[src/rtl/router_pkt_tx.sv]
// router_pkt_tx
// Builds one packet per start request and sends it to a router port.
// A packet is a header byte {len, addr}, then len payload bytes, then an
// even-parity byte (header XOR every payload byte). The payload is first
// collected from the upstream source into a local 64x8 buffer. It is then
// replayed toward the router one byte at a time, with busy back-pressure.
//
// Ports
//   clk          rising-edge clock
//   rst          synchronous reset, active low
//   i_start      one-cycle packet request, looked at only while idle
//   i_dest_addr  destination port 0..2 (3 is rejected)
//   i_pld_len    payload length 1..63 (0 is rejected)
//   i_pld_data   upstream payload byte
//   i_pld_valid  upstream byte valid
//   o_pld_ready  block takes an upstream byte this cycle
//   i_busy       router cannot take the presented byte this cycle
//   o_pkt_valid  high for header and payload bytes, low for the parity byte
//   o_data_out   byte presented to the router
//   o_tx_active  block is busy with a packet
//   o_done       one-cycle pulse after the parity byte has been taken
//   o_err        one-cycle pulse after a rejected start
//
// state   | meaning
// IDLE    | waiting for start; outputs quiet
// FILL    | collecting len payload bytes into the buffer
// HEADER  | presenting {len, addr} until the router takes it
// PAYLOAD | replaying buffer bytes in order
// PARITY  | presenting the parity byte (pkt_valid low)
module router_pkt_tx (
    input  logic       clk,
    input  logic       rst,
    input  logic       i_start,
    input  logic [1:0] i_dest_addr,
    input  logic [5:0] i_pld_len,
    input  logic [7:0] i_pld_data,
    input  logic       i_pld_valid,
    output logic       o_pld_ready,
    input  logic       i_busy,
    output logic       o_pkt_valid,
    output logic [7:0] o_data_out,
    output logic       o_tx_active,
    output logic       o_done,
    output logic       o_err
);

    typedef enum logic [2:0] {
        S_IDLE,
        S_FILL,
        S_HEADER,
        S_PAYLOAD,
        S_PARITY
    } state_t;

    state_t      r_state;
    state_t      w_state_nxt;

    logic [5:0]  r_len;
    logic [1:0]  r_addr;
    logic [5:0]  r_wptr;
    logic [5:0]  r_rptr;
    logic [7:0]  r_parity;
    logic        r_done;
    logic        r_err;
    logic [7:0]  r_buf [0:63];

    logic [7:0]  w_header;
    logic        w_legal;
    logic        w_accept_start;
    logic        w_bad_start;
    logic        w_wr_en;
    logic        w_hdr_sent;
    logic        w_rd_adv;
    logic        w_pkt_end;

    assign w_header = {r_len, r_addr};
    assign w_legal  = (i_pld_len != 6'd0) && (i_dest_addr != 2'd3);

    always_ff @(posedge clk) begin
        if (!rst) begin
            r_state <= S_IDLE;
        end else begin
            r_state <= w_state_nxt;
        end
    end

    always_comb begin
        w_state_nxt    = r_state;
        o_pld_ready    = 1'b0;
        o_pkt_valid    = 1'b0;
        o_data_out     = 8'h00;
        o_tx_active    = 1'b1;
        w_accept_start = 1'b0;
        w_bad_start    = 1'b0;
        w_wr_en        = 1'b0;
        w_hdr_sent     = 1'b0;
        w_rd_adv       = 1'b0;
        w_pkt_end      = 1'b0;

        case (r_state)
            S_IDLE: begin
                o_tx_active = 1'b0;
                if (i_start) begin
                    if (w_legal) begin
                        w_accept_start = 1'b1;
                        w_state_nxt    = S_FILL;
                    end else begin
                        w_bad_start = 1'b1;
                    end
                end
            end
            S_FILL: begin
                o_pld_ready = 1'b1;
                w_wr_en     = i_pld_valid;
                if (i_pld_valid && (r_wptr == r_len - 6'd1)) begin
                    w_state_nxt = S_HEADER;
                end
            end
            S_HEADER: begin
                o_pkt_valid = 1'b1;
                o_data_out  = w_header;
                if (!i_busy) begin
                    w_hdr_sent  = 1'b1;
                    w_state_nxt = S_PAYLOAD;
                end
            end
            S_PAYLOAD: begin
                o_pkt_valid = 1'b1;
                o_data_out  = r_buf[r_rptr];
                if (!i_busy) begin
                    w_rd_adv = 1'b1;
                    if (r_rptr == r_len - 6'd1) begin
                        w_state_nxt = S_PARITY;
                    end
                end
            end
            S_PARITY: begin
                o_data_out = r_parity;
                if (!i_busy) begin
                    w_pkt_end   = 1'b1;
                    w_state_nxt = S_IDLE;
                end
            end
            default: begin
                o_tx_active = 1'b0;
                w_state_nxt = S_IDLE;
            end
        endcase
    end

    // Parity accumulates payload bytes during FILL and the header once it is
    // taken, so it is complete by the time PARITY is entered.
    always_ff @(posedge clk) begin
        if (!rst) begin
            r_len    <= 6'd0;
            r_addr   <= 2'd0;
            r_wptr   <= 6'd0;
            r_rptr   <= 6'd0;
            r_parity <= 8'h00;
            r_done   <= 1'b0;
            r_err    <= 1'b0;
        end else begin
            r_done <= w_pkt_end;
            r_err  <= w_bad_start;
            if (w_accept_start) begin
                r_len    <= i_pld_len;
                r_addr   <= i_dest_addr;
                r_wptr   <= 6'd0;
                r_rptr   <= 6'd0;
                r_parity <= 8'h00;
            end
            if (w_wr_en) begin
                r_wptr   <= r_wptr + 6'd1;
                r_parity <= r_parity ^ i_pld_data;
            end
            if (w_hdr_sent) begin
                r_parity <= r_parity ^ w_header;
            end
            if (w_rd_adv) begin
                r_rptr <= r_rptr + 6'd1;
            end
        end
    end

    // Buffer is never cleared; every location read in PAYLOAD was written
    // during the FILL of the same packet.
    always_ff @(posedge clk) begin
        if (rst && w_wr_en) begin
            r_buf[r_wptr] <= i_pld_data;
        end
    end

    assign o_done = r_done;
    assign o_err  = r_err;

endmodule

[config.mk]
export PLATFORM = sky130hd
export DESIGN_NAME = router_pkt_tx
export DESIGN_NICKNAME = d
export VERILOG_FILES = /design/src/rtl/router_pkt_tx.sv
export SDC_FILE = /design/constraint.sdc
export NUM_CORES = 1
export LEC_CHECK = 0
export BUFFER_PORTS_ARGS = -buffer_cell sky130_fd_sc_hd__buf_2
export CAP_MARGIN = 20
export CORE_ASPECT_RATIO = 0.6
export CORE_MARGIN = 3
export CORE_UTILIZATION = 56
export DETAILED_ROUTE_END_ITERATION = 6
export PLACE_DENSITY_LB_ADDON = 0.08
export SLEW_MARGIN = 40
export SYNTH_ARGS = -nofsm -noshare
export SYNTH_HDL_FRONTEND = slang
export SYNTH_SLANG_ARGS = --single-unit
[constraint.sdc]
create_clock -name clk -period 2.11 [get_ports clk]
set_input_delay 0.422 -clock clk [delete_from_list [all_inputs] [get_ports clk]]
set_output_delay 0.422 -clock clk [all_outputs]
set_load 0.01 [all_outputs]
# Yosys cells after proc, flatten, opt, wreduce, memory -nomap -nowiden
# Memories as Yosys holds them, arrays and structs flattened. A register that Yosys moved wholly into a read port is not among the register bits.
# Cells that the tools add are included.
# totals
elab_cells,71
output_inout_bits,13
mem_bits_rw,512
inputBits,21
mem_count,1
regBits,33
# classes
reduce_logical,13
bitwise,2
n_addsub,3
n_eq_ne,14
n_mux,30
# mem_list
memory,depth,word_bits,read_ports,rd_ports_with_merged_regs,write_ports,line,source
r_buf,64,8,1,1,1,65,logic [7:0] r_buf [0:63];
# op_table
cell,n
$mux 6,5
$mux 8,3
$pmux 8 s3,1
$mux 3,7
$ne 2x2->1 const B,8
$xor 8x8->8,2
$pmux 3 s5,1
$mux 1,13
$add 6x1->6 const B,2
$eq 6x6->1,2
$reduce_and 7->1,1
$eq 3x2->1 const B,2
$reduce_bool 6->1,1
$sub 6x1->6 const B,1
$reduce_bool 2->1,2
$reduce_or 4->1,1
$eq 3x1->1 const B,1
$eq 3x3->1 const B,1
$logic_and 1x1->1,3
$logic_not 3->1,1
$reduce_and 3->1,1
$reduce_bool 3->1,1
$reduce_and 2->1,1
$reduce_or 2->1,1

# Longest topological paths before layout
# logic_depth
ltp_word,9
mapped_depth,9
mapped_depth_nobuf,8

# Least setup slack after synthesis
# OpenSTA, ideal clock, no wires.
# synth_timing
path_kind,register to register
start,register r_state[2]
end,memory r_buf[56][0] (enable)
required_time_ps,1740
period_less_slack_ps,2419
path_slack_ps,-309
stages_incl_launch_ff,8
n_path_buf,2
arrival_time_ps,2049
setup_ps,370
cell_sequence,dfxtp_1 -> buf_2 -> nor3b_4 -> nand2_2 -> or3_1 -> or3_1 -> buf_2 -> nor2_1
# synth_between
elab_chain_cells,5
# synth_rtl
item,line,source
start: declaration,55,state_t r_state;
start signal: assignment,83,r_state <= w_state_nxt;
$eq 3x1->1,100,case (r_state)
$mux 1,100,
$logic_and 1x1->1,188,if (rst && w_wr_en) begin
$mux 1,188,
$mux 1 (not written as such),189,r_buf[r_wptr] <= i_pld_data;
end: declaration,65,
# Every way passes these cells.

==> results.txt <==
# rows - 55
Worst-Margin Slew - 0.713 ns
Synthesized area - 22200 sq um
HPWL Detailed - 38.2 mm
Cts bufs inserted - 49
Largest net degree at the start of global routing - 65
Fmax - 309 MHz
Initial core utilization - 0.579
Layout cells sized above 1 - 0.404
Ranking of synthesized cells by area - edfxtp_1 69%, mux4_2 13%, dfxtp_1 3.5%
Status - finished, violations left
Final net count - 1461
# clock sinks - 551
Clk_lat worst skew - 0.58 ns
Crit-path cells - buf_12 -> mux4_2 -> mux4_2 -> nor2_1 -> a31oi_1 -> nand3_1 -> o211ai_1 -> buf_2
Clk pin slew, worst setup/hold paths - 0.06 ns
Met3 WL - 7.09 mm
Htree depth - 2
WP buf/inv - 2
Failing checks - negative setup slack
Post-placement cell count - 1874
Synth top area share - 0.691
Critical path peak fanout - 8
Core area - 38400 sq um
Worst setup slack after layout - -1.12 ns
Crit-path slowest cell - mux4_2
Drt via density - 6.32
Per-cell routed wire length - 28.4 um
Yosys top cell by area - edfxtp_1
Setup Crit Path Kind - reg -> out
Reg2Reg Depth - 7
IO buf count - 33
Setup Viol. Count Final - 282
Hold Path Depth - 3
Total power per unit cell area - 791 nW/um^2
Seq cells post-synth - 551
Metal-1 WL - 24.8 mm
Top delay family on crit path - multiplexers
Mapped Cells - 1182
DR iter-0 viols - 1570
Yosys cell types - 60
Skew final - 0.0257 ns
Most used cell, CP - mux4_2
Crit. End Element - output pin
Die W - 263 um
TritonCTS clock tree - done
Post-layout min period - 3.23 ns
GRT Residual Overflow - 0
Routability cong. - 0.911
Synth Flop Type - edfxtp_1
Antenna diodes - 0
Crit start category - register
YS warnings - 0
Utilization after layout - 0.711
Asr flop ratio synth - 0
Post-synthesis sequential area ratio - 0.727
Count of final hold-check violations - 0
CTS root buf - clkbuf_16
R2R Setup Slk - -0.17 ns
Hold Path Class - in -> reg
Initial antenna violation count - 1
Setup TNS - -25.69 ns
Pre-CTS WS - -0.601 ns
Avg Inst Size Synth - 18.8 sq um
R2R Path Start - r_state[0]$_SDFFE_PN0P_
Required time of the critical path - 1.69 ns
First-pass GRT wire length - 82.9 mm
Slew headroom - 0.523
Total of max-cap violations - 0
DRT antenna net count - 0
Hold Crit Start - i_pld_len[4]
All-Layer GR Usage - 0.270
Most instantiated cells after synthesis - 512 x edfxtp_1, 133 x mux4_2, 103 x nor2_1
DRC viols - 0
DRT Pass-1 Iters - 5
Overall power - 21.6 mW
Leak - 8.82 nW
RSZ-0062 raised after global routing - yes
Vias in the first global route - 12072
Top Ports - 34
Clk buf depth - 3
Die area - 42200 sq um
Die Y - 160 um
Slew Limit Fails - 0
Top sig layer - met5
Hold EP - r_len[4]$_SDFFE_PN0P_
R2r endpoint - r_buf[16][2]$_DFFE_PP_
Tcrit/Tclk final - 1.53
Post-Layout Cell Count - 1989
WP data arrival - 2.81 ns
Via count - 12569
Syn Nets - 1206
Post-synth EDFFs - 512
VDD IR-drop max - 0.535 mV
Final wirelength - 56.5 mm
Area Overhead vs Synth - 22.8%
Count leader, synth - edfxtp_1
Met2 routed WL - 23.4 mm
Crit path largest cell delay - 0.51 ns
## what timing repair did
item	CTS	global route
endpoints found under the hold margin	0	0
gates cloned	2	0
setup buffers	13	11
pin swaps	15	20
hold buffers	0	0
setup endpoints to repair	487	548
resized for setup	66	81
## sequential cells by signal (all words and copies together) (netlist names), named ones only
| register | count |
|---|---|
| r_state | 3 |
| o_done | 1 |
| r_rptr | 6 |
| r_addr | 2 |
| r_len | 6 |
| r_parity | 8 |
| r_buf | 512 |
| o_err | 1 |
| r_wptr | 6 |
## kinds of logic after synthesis
group | Yosys count | synth area share
flip-flops | 551 | 0.727
multiplexers | 176 | 0.155
AND/OR/NAND/NOR | 244 | 0.0526
adder cells (fa/ha/maj) | 3 | 0.00169
buffers and inverters | 79 | 0.0216
AO/OA/AOI/OAI | 115 | 0.0373
XOR/XNOR | 14 | 0.00551
## worst max path at each step
| stage | cells after the start | slack (ns) | end |
|---|---|---|---|
| floorplan | 7 | -0.15 | o_data_out[7] |
| global placement | 9 | -0.56 | o_data_out[3] |
| detailed placement | 9 | -0.60 | o_data_out[3] |
| CTS | 8 | -1.10 | o_data_out[6] |
| global route | 8 | -1.18 | o_data_out[1] |
| finish | 8 | -1.12 | o_data_out[1] |
## metrics by stage
stage          cell area [sq um]  hold WS (ns)
5_1_grt                    27300         0.131
2_1_floorplan              22500         0.441
6_report                   27300         0.107
3_3_place_gp               24900         0.454
4_1_cts                    26900        0.0955
3_5_place_dp               24900         0.477
## metal layers
| metal | vias to the layer above | track usage |
|---|---|---|
| met1 | 6485 | 0.436 |
| met4 | 6 | 0.0548 |
| li1 | 5329 | - |
| met5 | - | 0.0180 |
| met3 | 82 | 0.0945 |
| met2 | 667 | 0.357 |
## final cells by class
cell class / instances / area [sq um]
clock buffer: 59 / 1260
clock inverter: 31 / 308
timing repair buffer: 279 / 2790
fill: 2354 / 11100
sequential: 551 / 16200
inverter: 4 / 15.0
tap: 513 / 642
multi-input combinational: 552 / 6110
## layout by cell type, fill, tap and decap left out, types with 34 or more instances in the layout
cell type	instances
edfxtp_1	512
buf_4	155
mux4_2	133
nor2_1	58
clkbuf_16	49
buf_6	43
nand2_1	41
buf_12	41
mux2i_1	34
nor2_4	34
## tightest hold or removal path, delay by kind of cell
family	cells	cell delay, ns
and+or+nand+nor	1	0.07
buffers and inverters	1	0.09
muxes	1	0.06
## where the power goes
part / internal (mW) / switching [mW]
combinational: 0.265 / 0.464
clock: 5.01 / 3.87
sequential: 12.0 / 0.0358
total: 17.2 / 4.37
No activity file was read; power rests on OpenSTA's default activity.
